### src/rtl/gpu_pkg.sv
// Shared register map, CONTROL/STATUS bit positions and launch FSM encoding.
// Pure declarations: no latency, no flow control.
package gpu_pkg;

  localparam logic [1:0] REG_THREAD_COUNT = 2'd0;
  localparam logic [1:0] REG_CONTROL      = 2'd1;
  localparam logic [1:0] REG_STATUS       = 2'd2;
  localparam logic [1:0] REG_DONE_COUNT   = 2'd3;

  localparam int CTRL_LAUNCH    = 0;
  localparam int CTRL_IRQ_CLEAR = 1;
  localparam int CTRL_ERR_CLEAR = 2;

  localparam int STAT_BUSY = 0;
  localparam int STAT_IRQ  = 1;
  localparam int STAT_FULL = 2;
  localparam int STAT_ERR  = 3;

  typedef enum logic [1:0] {
    ST_IDLE = 2'd0,
    ST_LOAD = 2'd1,
    ST_RUN  = 2'd2
  } launch_state_t;

  typedef struct packed {
    logic err_clear;
    logic irq_clear;
    logic launch;
  } ctrl_cmd_t;

  // A CONTROL write decoded into its command strobes; all zero for any other access.
  function automatic ctrl_cmd_t decode_ctrl(logic wr_en, logic [1:0] addr, logic [7:0] data);
    ctrl_cmd_t cmd;
    cmd = '0;
    if (wr_en && (addr == REG_CONTROL)) begin
      cmd.launch    = data[CTRL_LAUNCH];
      cmd.irq_clear = data[CTRL_IRQ_CLEAR];
      cmd.err_clear = data[CTRL_ERR_CLEAR];
    end
    return cmd;
  endfunction

endpackage

### src/rtl/launch_fifo.sv
// Launch queue: DEPTH x WIDTH synchronous FIFO, head visible combinationally, one-cycle update.
// Push while full and pop while empty are ignored; full ignores a same-cycle pop.
module launch_fifo #(
  parameter int DEPTH = 2,
  parameter int WIDTH = 8,
  localparam int CNT_W = $clog2(DEPTH + 1)
) (
  input  logic             clk,
  input  logic             reset,
  input  logic             push,
  input  logic [WIDTH-1:0] push_data,
  input  logic             pop,
  output logic [WIDTH-1:0] pop_data,
  output logic             full,
  output logic             empty,
  output logic [CNT_W-1:0] count
);

  localparam int AW = (DEPTH > 1) ? $clog2(DEPTH) : 1;

  logic [WIDTH-1:0] mem [DEPTH];
  logic [AW-1:0]    wr_ptr;
  logic [AW-1:0]    rd_ptr;
  logic             push_ok;
  logic             pop_ok;

  function automatic logic [AW-1:0] ptr_inc(logic [AW-1:0] p);
    return (p == AW'(DEPTH - 1)) ? '0 : p + AW'(1);
  endfunction

  assign full     = (count == CNT_W'(DEPTH));
  assign empty    = (count == '0);
  assign push_ok  = push && !full;
  assign pop_ok   = pop && !empty;
  assign pop_data = mem[rd_ptr];

  always_ff @(posedge clk or posedge reset) begin
    if (reset) begin
      wr_ptr <= '0;
      rd_ptr <= '0;
      count  <= '0;
    end else begin
      if (push_ok) wr_ptr <= ptr_inc(wr_ptr);
      if (pop_ok)  rd_ptr <= ptr_inc(rd_ptr);
      count <= count + CNT_W'(push_ok) - CNT_W'(pop_ok);
    end
  end

  // Storage carries no reset: an entry is only read once count says it was written.
  always_ff @(posedge clk) begin
    if (push_ok) mem[wr_ptr] <= push_data;
  end

endmodule

### src/rtl/launch_ctrl.sv
// Host launch controller: queues launches, runs them one at a time on the dispatcher, counts completions.
// Launch to dispatch_start is two cycles when idle; a launch into a full queue or with zero threads is dropped and flags ERR.
module launch_ctrl
  import gpu_pkg::*;
#(
  parameter int QUEUE_DEPTH = 2
) (
  input  logic       clk,
  input  logic       reset,
  input  logic       host_wr_en,
  input  logic [1:0] host_wr_addr,
  input  logic [7:0] host_wr_data,
  input  logic [1:0] host_rd_addr,
  output logic [7:0] host_rd_data,
  input  logic       dispatch_done,
  output logic       dispatch_start,
  output logic       dispatch_reset,
  output logic [7:0] dispatch_thread_count,
  output logic       busy,
  output logic       irq
);

  localparam int CNT_W = $clog2(QUEUE_DEPTH + 1);

  launch_state_t    state_q;
  launch_state_t    state_d;
  ctrl_cmd_t        cmd;
  logic [7:0]       thread_count_q;
  logic [7:0]       done_count_q;
  logic             err_q;
  logic [7:0]       q_head;
  logic             q_full;
  logic             q_empty;
  logic [CNT_W-1:0] q_count;
  logic [CNT_W-1:0] q_count_d;
  logic             wr_thread_count;
  logic             launch_ok;
  logic             launch_err;
  logic             q_pop;
  logic             kernel_done;
  logic             busy_d;

  assign cmd             = decode_ctrl(host_wr_en, host_wr_addr, host_wr_data);
  assign wr_thread_count = host_wr_en && (host_wr_addr == REG_THREAD_COUNT);

  // A zero-thread kernel would never report done, so it is refused at the door.
  assign launch_ok   = cmd.launch && !q_full && (thread_count_q != 8'd0);
  assign launch_err  = cmd.launch && !launch_ok;
  assign q_pop       = (state_q == ST_LOAD);
  assign kernel_done = (state_q == ST_RUN) && dispatch_done;

  launch_fifo #(
    .DEPTH (QUEUE_DEPTH),
    .WIDTH (8)
  ) u_queue (
    .clk       (clk),
    .reset     (reset),
    .push      (launch_ok),
    .push_data (thread_count_q),
    .pop       (q_pop),
    .pop_data  (q_head),
    .full      (q_full),
    .empty     (q_empty),
    .count     (q_count)
  );

  always_comb begin
    state_d = state_q;
    case (state_q)
      ST_IDLE: if (!q_empty) state_d = ST_LOAD;
      ST_LOAD: state_d = ST_RUN;
      ST_RUN:  if (dispatch_done) state_d = ST_IDLE;
      default: state_d = ST_IDLE;
    endcase
  end

  // busy and the dispatcher controls are registered from next-state so they line up with state_q.
  always_comb begin
    q_count_d = q_count + CNT_W'(launch_ok) - CNT_W'(q_pop);
    busy_d    = (state_d != ST_IDLE) || (q_count_d != '0);
  end

  always_ff @(posedge clk or posedge reset) begin
    if (reset) begin
      state_q               <= ST_IDLE;
      dispatch_reset        <= 1'b1;
      dispatch_start        <= 1'b0;
      dispatch_thread_count <= 8'd0;
      busy                  <= 1'b0;
    end else begin
      state_q        <= state_d;
      dispatch_reset <= (state_d != ST_RUN);
      dispatch_start <= (state_d == ST_RUN);
      busy           <= busy_d;
      if (q_pop) dispatch_thread_count <= q_head;
    end
  end

  always_ff @(posedge clk or posedge reset) begin
    if (reset) begin
      thread_count_q <= 8'd0;
      done_count_q   <= 8'd0;
      irq            <= 1'b0;
      err_q          <= 1'b0;
    end else begin
      if (wr_thread_count) thread_count_q <= host_wr_data;
      if (kernel_done) done_count_q <= done_count_q + 8'd1;
      // Set beats clear on both sticky flags.
      if (kernel_done)        irq <= 1'b1;
      else if (cmd.irq_clear) irq <= 1'b0;
      if (launch_err)         err_q <= 1'b1;
      else if (cmd.err_clear) err_q <= 1'b0;
    end
  end

  always_comb begin
    host_rd_data = 8'h00;
    case (host_rd_addr)
      REG_THREAD_COUNT: host_rd_data = thread_count_q;
      REG_STATUS: begin
        host_rd_data[STAT_BUSY] = busy;
        host_rd_data[STAT_IRQ]  = irq;
        host_rd_data[STAT_FULL] = q_full;
        host_rd_data[STAT_ERR]  = err_q;
      end
      REG_DONE_COUNT:   host_rd_data = done_count_q;
      default:          host_rd_data = 8'h00;
    endcase
  end

endmodule

### config.mk
export PLATFORM = sky130hd
export DESIGN_NAME = launch_ctrl
export DESIGN_NICKNAME = d
export VERILOG_FILES = /design/src/rtl/gpu_pkg.sv /design/src/rtl/launch_fifo.sv /design/src/rtl/launch_ctrl.sv
export SDC_FILE = /design/constraint.sdc
export NUM_CORES = 1
export LEC_CHECK = 0
export BUFFER_PORTS_ARGS = -buffer_cell sky130_fd_sc_hd__buf_2
export CAP_MARGIN = 20
export CORE_ASPECT_RATIO = 1.5
export CORE_UTILIZATION = 35
export DETAILED_ROUTE_END_ITERATION = 7
export SLEW_MARGIN = 0
export SYNTH_ARGS = -nofsm -noshare
export SYNTH_HDL_FRONTEND = slang
export SYNTH_HIERARCHICAL = 1
export SYNTH_SLANG_ARGS = --single-unit
export TNS_END_PERCENT = 10
### constraint.sdc
create_clock -name clk -period 4.2 [get_ports clk]
set_input_delay 0.84 -clock clk [delete_from_list [all_inputs] [get_ports clk]]
set_output_delay 0.84 -clock clk [all_outputs]
set_load 0.05 [all_outputs]
==> reports/results.txt <==
Slew Viols, Final - 0
CP delay by family, top - compound AO/OA/AOI/OAI gates
top_reg_cell synth - dfrtp_1
clk sinks - 51
leak pwr - 1.14 nW
Die ar. - 6690 um^2
Worst Path Arrival - 1950 ps
asr flop ratio synth - 0.686
clock slew at reported path FFs - 90 ps
routed wire length - 4.10 mm
pwr dens - 667 nW/um^2
row cnt - 35
fin crit share - 0.663
Finished Cell Area - 2580 um^2
total track usage - 0.141
status - complete, no violations
Comb power frac - 0.381
Critical Path RT - 3360 ps
top cell type's share of synthesized area - 0.382
iteration count of the initial detailed-routing pass - 4
Top Ports - 36
post-layout min period - 2790 ps
Placement Setup Slack - 1410 ps
Max-cap violations - 0
leading cell types in the layout, fill and taps excluded - 35 x buf_2, 34 x dfrtp_1, 25 x mux2_2
vias post-DR - 1376
setup ws final - 1410 ps
Worst VDD drop - 0.290 mV
RePlAce Congestion - 0.779
syn nets - 186
number of global-route vias before repair - 1389
# DRC - 0
largest net degree at the start of global routing - 23
slowest CP cell - a222oi_1
Startpoint Class - input port
Post-DP Area - 2480 um^2
global-route wire length before repair - 6.79 mm
Rel. slew slack - 0.328
Final Util - 0.421
EDFF count, synth - 16
Slowest Stage Delay on Critical Path - 410 ps
synth-to-layout area growth - 16.0%
NumNets Final - 225
final setup violation count - 0
layout cells sized above 1 - 0.368
Hold WC Path Type - input port to async pin
Net Sw Frac - 0.403
CP Capture Type - output port
Sequential Power Share - 0.446
Reg area - 1360 um^2
Overflow after GRT - 0
NetSw - 694 uW
CTS H-tree depth - 2
Mapped Cells - 161
Worst-Skew Late Latency - 310 ps
drt via density - 5.00
ranking of synthesized cells by area - dfrtp_1 38%, edfxtp_1 22%, mux2_2 13%, ha_1 5.1%, xnor2_1 3.1%
cell taking the most area after synthesis - dfrtp_1
placed wire-length estimate - 3.12 mm
Die X - 67.1 um
CTS Hold Buffers Added - 0
Internal - 1.03 mW
most common cell after layout, fill and taps aside - buf_2
Final Skew - 11.9 ps
Starting Density - 0.363
Peak Freq - 359 MHz
crit path cell chain - buf_2, ha_1, a222oi_1, nor2_1, buf_2
initial antenna violation count - 0
sequential area share after synthesis - 0.610
PostCTS Resize Cnt - 0
Die Ht - 99.7 um
CTS Root Cell - clkbuf_8
Port Buf Inserts - 35
Clk pwr share - 0.173
Worst-Margin Slew - 1010 ps
iteration-0 DRC count of the detailed router - 53
crit-path max FO - 8
Antenna Nets Post-Route - 0
multi-input logic area - 822 um^2
Mapped Area - 2230 um^2
crit path buf inv count - 2
Num CTS Buffers - 5
setup_tns - 0 ps
flops & latches, synth - 51
Synth cell types - 33
Fillers - 605
Crit path top cell by count - buf_2
Synth Warn # - 6
WS Path Type - input port to output port
postcts setup bufs - 0
Hold Fails Final Rpt - 0
CTS tree - built
Mean Syn Cell Area - 13.8 um^2
CORE AREA - 6130 um^2
clock buffer depth - 2
RSZ-0062 raised after global routing - false
drt wl/cell - 14.9 um
# diodes - 0
cell type report:
class                      count  area share
sequential                    51       0.526
clock inverter                 3      0.0111
timing repair buffer          36      0.0707
clock buffer                   5      0.0266
multi-input combinational     98       0.318
inverter                       8      0.0116
tap                           74      0.0359
kinds of logic after synthesis:
family,share of synthesized area
DFF,0.610
and+or+nand+nor,0.0989
AOI/OAI and AO/OA,0.0421
adders and majority gates,0.0506
xor gates and xnor gates,0.0511
buffers and inverters,0.0214
muxes,0.126
final timing paths:
kind	end	depth (start not counted)	from	slack (ps)
min in group clk	done_count_q[7]	1	done_count_q[7]	480
worst min register to register	done_count_q[7]	1	done_count_q[7]	480
worst max-delay path	host_rd_data[2]	5	host_rd_addr[0]	1410
worst min-delay path	u_queue/wr_ptr	2	reset	420
max in group asynchronous	dispatch_reset	3	reset	3000
worst max register to register	busy	7	state_q[1]	1690
per-layer routing:
layer | up-vias | GRT usage | share of wire | routed length, um
li1 | 654 | - | - | -
met5 | - | 0 | 0 | 0
met2 | 30 | 0.242 | 0.55 | 2250
met4 | 0 | 0.0638 | 0.022 | 92
met1 | 687 | 0.162 | 0.40 | 1630
met3 | 5 | 0.0310 | 0.032 | 131
power groups by stage:
stage | clock, mW | sequential (mW) | combinational, mW
floorplan | 0 | 0.937 | 0.358
global placement | 0 | 0.780 | 0.657
detailed placement | 0 | 0.782 | 0.666
CTS | 0.311 | 0.772 | 0.669
global route | 0.328 | 0.790 | 0.713
finish | 0.298 | 0.769 | 0.657
synth_stat cells, types with 2 or more instances:
cell type	count
nand2_1	5
nor2b_1	2
clkbuf_1	2
nand3_1	4
edfxtp_1	16
xnor2_1	8
mux2_2	25
nor2_1	11
a222oi_1	4
ha_1	9
xor2_1	5
and3_1	2
a22oi_1	4
nor3_1	3
nor4_1	2
buf_2	2
inv_1	8
dfrtp_1	34
registers in the layout, indices dropped and copies added, names as in the netlist:
| name | count |
|---|---|
| u_queue/count | 2 |
| err_q | 1 |
| dispatch_start | 1 |
| dispatch_reset | 1 |
| dispatch_thread_count | 8 |
| u_queue/wr_ptr | 1 |
| u_queue/rd_ptr | 1 |
| busy | 1 |
| irq | 1 |
| thread_count_q | 8 |
| u_queue/mem | 16 |
| done_count_q | 8 |
| state_q | 2 |
stage by stage:
| step | power (mW) | std cells | hold slack, ps |
|---|---|---|---|
| after floorplan | 1.30 | 161 | 442 |
| after global placement | 1.44 | 267 | 456 |
| after detailed placement | 1.45 | 267 | 463 |
| after CTS | 1.75 | 275 | 412 |
| after global routing | 1.83 | 275 | 423 |
| final | 1.72 | 275 | 415 |
No activity file was read; power rests on OpenSTA's default activity.
